--- src/rtl/demux16x8_stream_pkg.sv ---
// Shared constants, FSM state encoding and destination-mask helper for demux16x8_stream.
package demux16x8_stream_pkg;

    localparam int unsigned DATA_W_DEF = 8;
    localparam int unsigned SEL_W      = 4;
    localparam int unsigned MAX_DEST   = 16;

    typedef enum logic [1:0] {
        ST_EMPTY = 2'b00,
        ST_HEAD  = 2'b01,
        ST_FULL  = 2'b10
    } state_e;

    // Bit k set for every implemented destination k < n.
    function automatic logic [MAX_DEST-1:0] dest_mask(input int unsigned n);
        logic [MAX_DEST-1:0] m;
        m = '0;
        for (int unsigned k = 0; k < MAX_DEST; k++) begin
            if (k < n) m[k] = 1'b1;
        end
        return m;
    endfunction

endpackage

--- src/rtl/demux16x8_stream_if.sv ---
// Stream bus of demux16x8_stream: one valid/ready source side, 16 valid/ready destinations.
interface demux16x8_stream_if
    import demux16x8_stream_pkg::*;
#(
    parameter int unsigned DATA_W = DATA_W_DEF
) ();

    logic                in_valid;
    logic                in_ready;
    logic [DATA_W-1:0]   in_data;
    logic [SEL_W-1:0]    in_sel;
    logic [MAX_DEST-1:0] out_valid;
    logic [MAX_DEST-1:0] out_ready;
    logic [DATA_W-1:0]   out_data;
    logic                err_sel;
    logic                busy;

    modport master (
        output in_valid, in_data, in_sel, out_ready,
        input  in_ready, out_valid, out_data, err_sel, busy
    );

    modport slave (
        input  in_valid, in_data, in_sel, out_ready,
        output in_ready, out_valid, out_data, err_sel, busy
    );

endinterface

--- src/rtl/demux16x8_stream_dec4to16.sv ---
// Combinational 4-bit select to one-hot decoder with enable.
module demux16x8_stream_dec4to16
    import demux16x8_stream_pkg::*;
(
    input  logic [SEL_W-1:0]    i_sel,
    input  logic                i_en,
    output logic [MAX_DEST-1:0] o_onehot
);

    always_comb begin
        o_onehot = '0;
        if (i_en) o_onehot[i_sel] = 1'b1;
    end

endmodule

--- src/rtl/demux16x8_stream.sv ---
// Registered 1-to-N_DEST stream demultiplexer: head + skid buffer, strict FIFO order,
// illegal destinations accepted, dropped and flagged on err_sel.
module demux16x8_stream
    import demux16x8_stream_pkg::*;
#(
    parameter int unsigned N_DEST = MAX_DEST,
    parameter int unsigned DATA_W = DATA_W_DEF
) (
    input logic               clk,
    input logic               rst_n,
    demux16x8_stream_if.slave bus
);

    localparam int unsigned         SEL_W1    = SEL_W + 1;
    localparam logic [SEL_W:0]      N_DEST_W  = SEL_W1'(N_DEST);
    localparam logic [MAX_DEST-1:0] DEST_MASK = dest_mask(N_DEST);

    state_e              r_state, w_state_next;
    logic                r_in_ready;
    logic                r_err_sel;
    logic [DATA_W-1:0]   r_head_data, w_head_data_next;
    logic [SEL_W-1:0]    r_head_sel, w_head_sel_next;
    logic [DATA_W-1:0]   r_skid_data, w_skid_data_next;
    logic [SEL_W-1:0]    r_skid_sel, w_skid_sel_next;

    logic                w_in_xfer;
    logic                w_out_xfer;
    logic                w_legal;
    logic [MAX_DEST-1:0] w_onehot;
    logic [MAX_DEST-1:0] w_out_valid;

    demux16x8_stream_dec4to16 u_dec (
        .i_sel    (r_head_sel),
        .i_en     (r_state != ST_EMPTY),
        .o_onehot (w_onehot)
    );

    assign w_out_valid = w_onehot & DEST_MASK;
    assign w_in_xfer   = bus.in_valid & r_in_ready;
    assign w_out_xfer  = |(w_out_valid & bus.out_ready);
    assign w_legal     = {1'b0, bus.in_sel} < N_DEST_W;

    always_comb begin
        w_state_next     = r_state;
        w_head_data_next = r_head_data;
        w_head_sel_next  = r_head_sel;
        w_skid_data_next = r_skid_data;
        w_skid_sel_next  = r_skid_sel;
        case (r_state)
            ST_EMPTY: begin
                if (w_in_xfer && w_legal) begin
                    w_state_next     = ST_HEAD;
                    w_head_data_next = bus.in_data;
                    w_head_sel_next  = bus.in_sel;
                end
            end
            ST_HEAD: begin
                if (w_in_xfer && w_legal) begin
                    if (w_out_xfer) begin
                        w_head_data_next = bus.in_data;
                        w_head_sel_next  = bus.in_sel;
                    end else begin
                        w_state_next     = ST_FULL;
                        w_skid_data_next = bus.in_data;
                        w_skid_sel_next  = bus.in_sel;
                    end
                end else if (w_out_xfer) begin
                    // Also covers a dropped illegal word arriving while the head drains.
                    w_state_next = ST_EMPTY;
                end
            end
            ST_FULL: begin
                if (w_out_xfer) begin
                    w_state_next     = ST_HEAD;
                    w_head_data_next = r_skid_data;
                    w_head_sel_next  = r_skid_sel;
                end
            end
            default: w_state_next = ST_EMPTY;
        endcase
    end

    always_ff @(posedge clk or negedge rst_n) begin
        if (!rst_n) begin
            r_state     <= ST_EMPTY;
            r_in_ready  <= 1'b1;
            r_err_sel   <= 1'b0;
            r_head_data <= '0;
            r_head_sel  <= '0;
            r_skid_data <= '0;
            r_skid_sel  <= '0;
        end else begin
            r_state     <= w_state_next;
            r_in_ready  <= (w_state_next != ST_FULL);
            r_err_sel   <= w_in_xfer & ~w_legal;
            r_head_data <= w_head_data_next;
            r_head_sel  <= w_head_sel_next;
            r_skid_data <= w_skid_data_next;
            r_skid_sel  <= w_skid_sel_next;
        end
    end

    assign bus.in_ready  = r_in_ready;
    assign bus.out_valid = w_out_valid;
    assign bus.out_data  = r_head_data;
    assign bus.err_sel   = r_err_sel;
    assign bus.busy      = (r_state != ST_EMPTY);

endmodule

--- src/flat_wrapper.sv ---
// flat-port wrapper written by rule: the top's interface ports become plain ports
module demux16x8_stream_flat import demux16x8_stream_pkg::*;
#(
    parameter int unsigned N_DEST = MAX_DEST,
    parameter int unsigned DATA_W = DATA_W_DEF
)
  (clk, rst_n, bus_in_valid, bus_in_data, bus_in_sel, bus_out_ready, bus_in_ready, bus_out_valid, bus_out_data, bus_err_sel, bus_busy);
  demux16x8_stream_if #(.DATA_W(DATA_W)) bus_i ();
  input logic clk;
  input logic rst_n;
  input wire logic [$bits(bus_i.in_valid)-1:0] bus_in_valid;
  input wire logic [$bits(bus_i.in_data)-1:0] bus_in_data;
  input wire logic [$bits(bus_i.in_sel)-1:0] bus_in_sel;
  input wire logic [$bits(bus_i.out_ready)-1:0] bus_out_ready;
  output wire logic [$bits(bus_i.in_ready)-1:0] bus_in_ready;
  output wire logic [$bits(bus_i.out_valid)-1:0] bus_out_valid;
  output wire logic [$bits(bus_i.out_data)-1:0] bus_out_data;
  output wire logic [$bits(bus_i.err_sel)-1:0] bus_err_sel;
  output wire logic [$bits(bus_i.busy)-1:0] bus_busy;
  assign bus_i.in_valid = bus_in_valid;
  assign bus_i.in_data = bus_in_data;
  assign bus_i.in_sel = bus_in_sel;
  assign bus_i.out_ready = bus_out_ready;
  assign bus_in_ready = bus_i.in_ready;
  assign bus_out_valid = bus_i.out_valid;
  assign bus_out_data = bus_i.out_data;
  assign bus_err_sel = bus_i.err_sel;
  assign bus_busy = bus_i.busy;
  demux16x8_stream #(.N_DEST(N_DEST), .DATA_W(DATA_W)) u_core (.clk(clk), .rst_n(rst_n), .bus(bus_i));
endmodule
--- config.mk ---
export PLATFORM = sky130hd
export DESIGN_NAME = demux16x8_stream_flat
export DESIGN_NICKNAME = d
export VERILOG_FILES = /design/src/rtl/demux16x8_stream_pkg.sv /design/src/rtl/demux16x8_stream_if.sv /design/src/rtl/demux16x8_stream_dec4to16.sv /design/src/rtl/demux16x8_stream.sv /design/src/flat_wrapper.sv
export SDC_FILE = /design/constraint.sdc
export NUM_CORES = 1
export LEC_CHECK = 0
export CAP_MARGIN = 20
export CORE_MARGIN = 2
export CORE_UTILIZATION = 34
export DETAILED_ROUTE_END_ITERATION = 6
export GPL_TIMING_DRIVEN = 0
export PLACE_DENSITY = 0.7
export SLEW_MARGIN = 20
export SYNTH_ARGS = -nofsm -noshare
export SYNTH_HDL_FRONTEND = slang
export SYNTH_SLANG_ARGS = --single-unit
--- constraint.sdc ---
create_clock -name clk -period 2.18 [get_ports clk]
set_clock_uncertainty 0.15 [all_clocks]
set_input_delay 0.545 -clock clk [delete_from_list [all_inputs] [get_ports clk]]
set_output_delay 0.545 -clock clk [all_outputs]
set_load 0.01 [all_outputs]
==> results of run 1 <==
-- layout by cell type, fill, tap and decap left out, drive strengths merged, types with 4 or more instances in the layout --
cell type      synthesis  layout
nand2                 41      41
dlygate4sd2            0       5
mux2                  24      24
nand2b                 4       4
clkbuf                 5      12
o21ai                  5       5
nor2                  15      15
buf                    8      32
nor3                   6       6
clkdlybuf4s50          0      36
dfrtp                 26      26
-- routing by layer --
layer / up-vias / part of all wire (%) / global-route usage, % / wire [µm]
met1: 696 / 46 / 21.0 / 1930
met2: 52 / 46 / 26.7 / 1920
met4: 0 / 1.2 / 5.56 / 50
met5: - / 0 / 0 / 0
li1: 715 / - / - / -
met3: 5 / 6.9 / 2.07 / 289
-- logic make-up (layout without fill, tap and decap cells) --
| kind of cell | after synthesis | in the layout | synth area share (%) |
|---|---|---|---|
| AOI/OAI and AO/OA | 16 | 16 | 6.77 |
| muxes | 28 | 28 | 22.2 |
| other | 1 | 1 | 0.231 |
| buffers and inverters | 16 | 91 | 6.23 |
| DFF | 27 | 27 | 41.6 |
| and+or+nand+nor | 79 | 79 | 23.0 |
-- synthesized netlist by cell type, types with 3 or more instances --
| cell type | number |
|---|---|
| nand2_1 | 41 |
| dfrtp_1 | 26 |
| nor2_1 | 15 |
| mux2_2 | 14 |
| mux2_4 | 10 |
| nor3_1 | 6 |
| clkbuf_1 | 5 |
| buf_4 | 4 |
| nand2b_1 | 4 |
| o21ai_0 | 4 |
| a21oi_1 | 3 |
| inv_1 | 3 |
| mux2i_1 | 3 |
| nand3b_1 | 3 |
-- critical path, stage by stage --
cell and delay [ps]:
dlygate4sd2_1 220, mux4_2 470, nor3b_4 170, o21ai_2 160, nand3_2 130, nor3b_4 240
buf_12 150, buf_12 120, mux2_4 300
-- area by class of cell --
| cell class | count | area (µm²) | share of cell area, % |
|---|---|---|---|
| inverters | 3 | 16.3 | 0.638 |
| multi-input cells | 124 | 952 | 37.3 |
| plain buffers | 11 | 113 | 4.41 |
| well taps | 54 | 67.6 | 2.65 |
| flip-flops and latches | 27 | 679 | 26.6 |
| clock buffers | 4 | 45.0 | 1.77 |
| repair buffers | 73 | 678 | 26.6 |
-- flip-flops by register name, summed over array words and instances, names as in the netlist --
register,flops
u_core.bus.out_data,8
u_core.r_state,2
u_core.r_skid_sel,4
u_core.bus.in_ready,1
u_core.r_head_sel,4
u_core.r_skid_data,8
-- through the flow --
| stage | cells | util [%] | cell area, µm² |
|---|---|---|---|
| floorplan | 167 | - | 1630 |
| global route | 296 | 54.7 | 2550 |
| finish | 296 | 54.7 | 2550 |
| detailed placement | 277 | 48.3 | 2250 |
| global placement | 277 | 48.5 | 2260 |
| CTS | 292 | 53.5 | 2490 |
-- repair_timing --
item,4_1_cts,5_1_grt
cloned,2,0
pin swaps,4,5
setup endpoints to repair,42,41
buffers inserted,11,5
resized for setup,78,17
-- worst paths after layout --
| path | from | end | slack, ps |
|---|---|---|---|
| worst max-delay path | bus_out_ready[12] | u_core.r_skid_sel[1] | -290 |
| worst min-delay path | rst_n | u_core.r_skid_data[1] | 120 |
| worst max register to register | u_core.r_head_sel[2] | u_core.r_skid_sel[1] | -290 |
| worst min register to register | u_core.bus.out_data[3] | u_core.bus.out_data[3] | 360 |
| max in group asynchronous | rst_n | u_core.r_head_sel[3] | 1330 |
| min in group clk | u_core.bus.out_data[3] | u_core.bus.out_data[3] | 360 |
-- report_power, final --
part | internal [µW] | switching, µW
Combinational | 1510 | 1120
Clock | 131 | 154
Sequential | 781 | 149
==> summary.md, run 1 <==
| Metric | Value |
|---|---|
| DR iter-0 viols | 35 |
| Clock-pin slew on the worst setup and hold paths | 90 ps |
| Pre-antenna DRT Iters | 4 |
| Fin crit period | 2470 ps |
| Dominant synthesized flop cell | dfrtp_1 |
| Initial antenna violation count | 0 |
| Violated checks | negative setup slack |
| Cell leakage power | 0.00116 µW |
| Max-slew headroom at the worst pin | around three fifths |
| Clock tree from TritonCTS | yes |
| Vias in the first global route | 1391 |
| Share of async-settable or async-resettable flops after synthesis | between 90% and 100% |
| Count of pins over their slew limit | 0 |
| Critical path capture point type | flop |
| Gate Count Post-Synth | 167 |
| Share of the synthesized area in the top cell type | between 40% and 50% |
| Syn. warnings | 0 |
| Pin slew with the least headroom to its limit | 608 ps |
| Horiz. Die Dim | between 70 and 80 µm |
| Half-perimeter wire length of the detailed placement result | 2700 µm |
| Dominant cells by area after synthesis | dfrtp_1 40%, mux2_2 9.7%, nand2_1 9.5% |
| Post-route clock period utilization | 113% |
| Crit-path max FO | 5 |
| Global-route wire length before repair | 6590 µm |
| Total power divided by cell area | 1510 nW/µm² |
| Total standard cell area after synthesis | 1630 µm² |
| Number of unique standard cell types used by synthesis | 38 |
| Filler instances | about 430 |
| Path type of the worst setup path | in2reg |
| Total die area | 5350 µm² |
| Area added between synthesis and finish | 56.8% |
| Detail-routed net length per standard cell | 14.1 µm |
| H-tree depth | 1 |
| Total setup violations reported at the end of the flow | 28 |
| Worst r2r path cells | 9 |
| Critical Path Source Type | input port |
| Setup total negative slack | -6010 ps |
| Maximum number of pins on one net before global-route repair | 28 |
| IR drop worst, VDD | 0.000603 V |
| Vias after detailed routing | 1468 |
| Maximum frequency from static timing analysis | 404 MHz |
| Unrepaired setup endpoints after global routing | true |
| DRC violation count after routing | 0 |
| Seq cells post-synth | 27 |
| Count of maximum capacitance violations | 0 |
| Data required time at the worst endpoint | 2200 ps |
| Count of nets left with antenna violations after detail routing | 0 |
| Final WS setup | -293 ps |
| Starting utilization of the core area | 34.9% |
| Clock latency reported for the late side of the worst-skew pair | between 200 and 300 ps |
| Final global-route overflow total | 0 |
| Clock sinks | 27 |
| Proportion of layout cells with a drive suffix above 1 | 37.6% |
| GRT Overall Usage | between 10% and 20% |
| Net count of the mapped netlist | around 200 |
| Buffer depth of the longest clock path | 2 |
| Total wire length | 4190 µm |
| Number of clock buffers inserted by TritonCTS | 3 |
| Net count of the finished layout | 274 |
| Global placer's final weighted congestion | 0.751 |
| Tightest Hold Check Type | in2async |
| EDFF count, synth | 0 |
| Ratio of routed vias to standard cells | 4.96 |
| Root buffer selected by CTS | clkbuf_8 |
| Part of the Yosys area used for sequential elements | 41.6% |
| Total of hold buffers inserted after clock tree synthesis | 0 |
| Top-Level Pins | 58 |
| Height of the die | approximately 73 µm |
| Antenna cell count | 0 |
| Mean instance size in the synthesized netlist | 9.74 µm² |
| Power, Total | 3850 µW |
| Hold violation total from the final report | 0 |
| Post-place setup slack | -731 ps |
| Arrival time at the worst endpoint | 2490 ps |
| Minimum hold slack | 124 ps |
| Run status | complete, but fails checks |
| Floorplan core area | ~4700 µm² |
| Quantity of I/O buffers inserted on ports | 56 |
| Placement Rows | 25 |
| Cell taking the most area after synthesis | dfrtp_1 |
No activity file was read; power rests on OpenSTA's default activity.
==> run 2, diff against run 1 <==
- ABC_CLOCK_PERIOD_IN_PS: default -> 2180
==> results of run 2 <==
Final layout, timing and power as in run 1 (identical DEF).
==> edit 1 (config.mk and constraints of run 2) <==
The 3 states of `state_e` get a one-hot encoding in 3 bits.
--- a/src/rtl/demux16x8_stream_pkg.sv
+++ b/src/rtl/demux16x8_stream_pkg.sv
@@ -5,10 +5,10 @@
     localparam int unsigned SEL_W      = 4;
     localparam int unsigned MAX_DEST   = 16;
 
-    typedef enum logic [1:0] {
-        ST_EMPTY = 2'b00,
-        ST_HEAD  = 2'b01,
-        ST_FULL  = 2'b10
+    typedef enum logic [2:0] {
+        ST_EMPTY = 3'b001,
+        ST_HEAD  = 3'b010,
+        ST_FULL  = 3'b100
     } state_e;
 
     // Bit k set for every implemented destination k < n.
Behaviour: no difference found for any inputs over 10 cycles, from zero or initial values and one cycle with rst_n low; not proved beyond that.
==> edit 1 against run 2 <==
The flow still finishes with violations (negative setup slack); wire length up 32%; synthesized area up 12%; count of clock-buffer cells in the layout unchanged; non-clock buffer count up 19; sequential cell count up 1; register-to-register slack better by 0.13 ns; design area up 23%; sequential share of layout area down 4.1 points; power down 0.32%; synthesized cell count up 13%; setup slack better by 0.13 ns; die area up 11%; largest power group unchanged.
==> edit 1: results (changes against run 2) <==
* Status: complete, but fails checks (unchanged)
* Failing checks: negative setup slack (unchanged)
* Worst Reg-to-Reg Cells at 8 (was 9)
* Placement Rows at 26 (was 25)
* Final setup TNS at -2.65 ns (was -6.01 ns)
* Post-DP HPWL at 3340 µm (was 2700 µm)
* Buffering overhead at 29.7% (was 31.0%)
* Multi-input gates at 143 (was 124)
* Worst Setup Slack, final at -0.168 ns (was -0.293 ns)
* Slew Limit Headroom at 56.3% (was 59.5%)
* Met3 WL post-DR at 284 µm (was 289 µm)
* Number of global-route vias before repair at 1,727 (was 1,391)
* Net Sw Frac at 39.7% (was 37.0%)
* Power Sequential at 0.909 mW (was 0.929 mW)
* Slowest Stage Delay on Critical Path at 0.41 ns (was 0.47 ns)
* Number of fill cells at 435 (was 428)
* # setup viols final at 27 (was 28)
* WL met2 at 2750 µm (was 1920 µm)
* Non-clk invs at 2 (was 3)
* Reg area at 707 µm² (was 679 µm²)
* Net count of the finished layout at 312 (was 274)
* DR pass1 iterations at 5 (was 4)
* Cells after DPL at 315 (was 277)
* Met3 Usage GRT at 2.82% (was 2.07%)
* Global-route track usage on met1 at 24.3% (was 21.0%)
* ClkCell Share at 1.76% (was 1.77%)
* CP top delay family: buffers and inverters (was multiplexers)
* Tot GR Track Use at 17.6% (was 15.9%)
* Yosys reg bits at 28 (was 27)
* Post-synthesis sequential area ratio at 38.6% (was 41.6%)
* Max rail drop VDD at 0.000562 V (was 0.000603 V)
* Placer congestion estimate at 0.864 (was 0.751)
* Post-Synthesis Net Count at 220 (was 198)
* Wire per inst at 15.8 µm (was 14.1 µm)
* Placed cell area at 2470 µm² (was 2250 µm²)
* Synth area leaders: dfrtp_1 36%, mux2_4 8.2%, a211oi_1 5.4% (was dfrtp_1 40%, mux2_2 9.7%, nand2_1 9.5%)
* WL final at 5540 µm (was 4190 µm)
* Final core occ at 60.9% (was 54.7%)
* Vias/cell at 5.20 (was 4.96)
* Critical Path Slowest Stage Cell: clkdlybuf4s50_1 (was mux4_2)
* M2 GR Usage at 29.1% (was 26.7%)
* Drt initial violations at 117 (was 35)
* CTS clock-pin slew for the worst setup and hold paths at 0.10 ns
* Pre-CTS setup slack at -0.907 ns (was -0.731 ns)
* Largest net degree at the start of global routing at 29 (was 28)
* Synth cell count leaders: 26 x dfrtp_1, 17 x nor2_1, 17 x nor3_1 (was 41 x nand2_1, 26 x dfrtp_1, 15 x nor2_1)
* M1 WL at 2460 µm (was 1930 µm)
==> edit 1: cell count changes after synthesis, sizes merged, moves of 3 or more <==
cell	before	now
a211oi	0	13
a21oi	3	14
a31oi	0	4
clkbuf	5	9
mux2	24	12
nand2	41	5
nand2b	4	13
nor2b	1	13
nor3	6	17
nor3b	2	5
o21ai	5	2
==> edit 1: kinds of logic after synthesis <==
kind of cell,synth area share [%]
other cells,0.206
buf+inv,4.81
xor+xnor,0.481
simple gates,26.9
flops,38.6
compound gates,15.7
mux,13.3
==> edit 1: worst reg2reg max path, delay by kind of cell (launching register included) <==
family                 cells  cell delay (ns)
buffers and inverters      3             0.41
multiplexers               3             1.00
AO/OA/AOI/OAI              1             0.08
flip-flops                 1             0.38
AND/OR/NAND/NOR            1             0.20
==> edit 1: timing repair <==
item / CTS / global route
resized for setup: 118 / 67
setup buffers: 17 / 14
setup endpoints to repair: 44 / 43
pin swaps: 14 / 12
cloned: 4 / 0
==> edit 1: path summary, 6_finish.rpt <==
kind,from,to,slack (ns)
hold reg to reg,u_core.r_skid_data[2]$_DFFE_PN0P_,u_core.r_skid_data[2]$_DFFE_PN0P_,0.37
min in group clk,u_core.r_skid_data[2]$_DFFE_PN0P_,u_core.r_skid_data[2]$_DFFE_PN0P_,0.37
hold / removal,rst_n,u_core.r_skid_data[6]$_DFFE_PN0P_,0.13
max in group asynchronous,rst_n,u_core.r_head_sel[1]$_DFFE_PN0P_,1.28
setup / recovery,bus_out_ready[3],u_core.r_skid_data[1]$_DFFE_PN0P_,-0.17
setup reg to reg,u_core.r_head_sel[1]$_DFFE_PN0P_,u_core.r_skid_data[1]$_DFFE_PN0P_,-0.16
==> edit 2 (settings of run 2) <==
Made on the original files. Change the package constant `MAX_DEST` from 16 to 8.
--- a/src/rtl/demux16x8_stream_pkg.sv
+++ b/src/rtl/demux16x8_stream_pkg.sv
@@ -3,7 +3,7 @@
 
     localparam int unsigned DATA_W_DEF = 8;
     localparam int unsigned SEL_W      = 4;
-    localparam int unsigned MAX_DEST   = 16;
+    localparam int unsigned MAX_DEST   = 8;
 
     typedef enum logic [1:0] {
         ST_EMPTY = 2'b00,
Ports: changed (resized bus_out_ready and bus_out_valid); port bits go from 58 to 42. The function was not compared with the original's and may differ.
==> edit 2 against run 2 <==
Critical path depth is 2 lower; design area is 17% lower; critical endpoint is now u_core.bus.out_data[5]$_DFFE_PN0P_; setup slack better by 0.33 ns; synthesized area is 9.3% lower; combinational power is 41% lower; wire length is 22% lower; register-to-register slack better by 0.37 ns; sequential cell count is 1 higher; power is 29% lower; sequential power is 3.7% lower.
==> edit 2: results (changes against run 2) <==
* Total power at 2.75 mW (was 3.85 mW)
* Syn_area_per_cell at 13.2 µm² (was 9.74 µm²)
* Critical Path Slowest Stage Cell: clkdlybuf4s50_1 (was mux4_2)
* Drt initial violations at 20 (was 35)
* CP top delay family: buffers and inverters (was multiplexers)
* Worst Reg-to-Reg Cells at 7 (was 9)
* Vias/cell at 4.89 (was 4.96)
* Hold_ws at 0.129 ns (was 0.124 ns)
* Worst Setup Slack, final at 0.0386 ns (was -0.293 ns)
* R2R Setup Slk at 0.08 ns (was -0.29 ns)
* Number of fill cells at 367 (was 428)
* Post-synthesis sequential area ratio at 47.6% (was 41.6%)
* Max rail drop VDD at 0.000584 V (was 0.000603 V)
* Pwr dens at 1300 nW/µm² (was 1510 nW/µm²)
* M2 GR Usage at 23.5% (was 26.7%)
* WL met2 at 1600 µm (was 1920 µm)
* Combinational fraction of design power at 56.9% (was 68.4%)
* M1 WL at 1420 µm (was 1930 µm)
* Slew Limit Headroom at 58.0% (was 59.5%)
* Status: complete, no violations (was complete, but fails checks)
* Post-synth cell types at 28 (was 38)
* Switch Pwr at 0.920 mW (was 1.42 mW)
* Setup crit end: u_core.bus.out_data[5]$_DFFE_PN0P_ (was u_core.r_skid_sel[1]$_DFFE_PN0P_)
* Worst r2r src: u_core.r_head_sel[0]$_DFFE_PN0P_ (was u_core.r_head_sel[2]$_DFFE_PN0P_)
* Largest net degree at the start of global routing at 29 (was 28)
## edit 2: cell types whose count changed in the layout (fill, tap and decap cells not counted), sizes merged, moves of 3 or more
cell | run 2 | this run
clkdlybuf4s50 | 36 | 25
buf | 32 | 16
nand2 | 41 | 4
clkbuf | 12 | 6
a21oi | 3 | 0
nor2 | 15 | 10
mux2 | 24 | 33
dlymetal6s2s | 0 | 5
o21ai | 5 | 2
## edit 2: area by class of cell
class                      instances  area share (%)
buffer                             5            2.08
clock buffer                       4            2.14
tap                               50            2.97
multi-input combinational         76            35.7
inverter                           2           0.356
sequential                        28            33.4
timing repair buffer              52            23.4
## edit 2: logic make-up after synthesis
| kind of cell | count (synthesis) | share of synthesized area, % |
|---|---|---|
| compound gates | 6 | 3.73 |
| buf+inv | 8 | 3.65 |
| flops | 28 | 47.6 |
| mux | 37 | 32.7 |
| simple gates | 33 | 12.3 |
## edit 2: timing repair
action,CTS,global route
cloned,1,0
resized for setup,25,10
buffers inserted,6,4
pin swaps,0,8
setup endpoints to repair,27,20
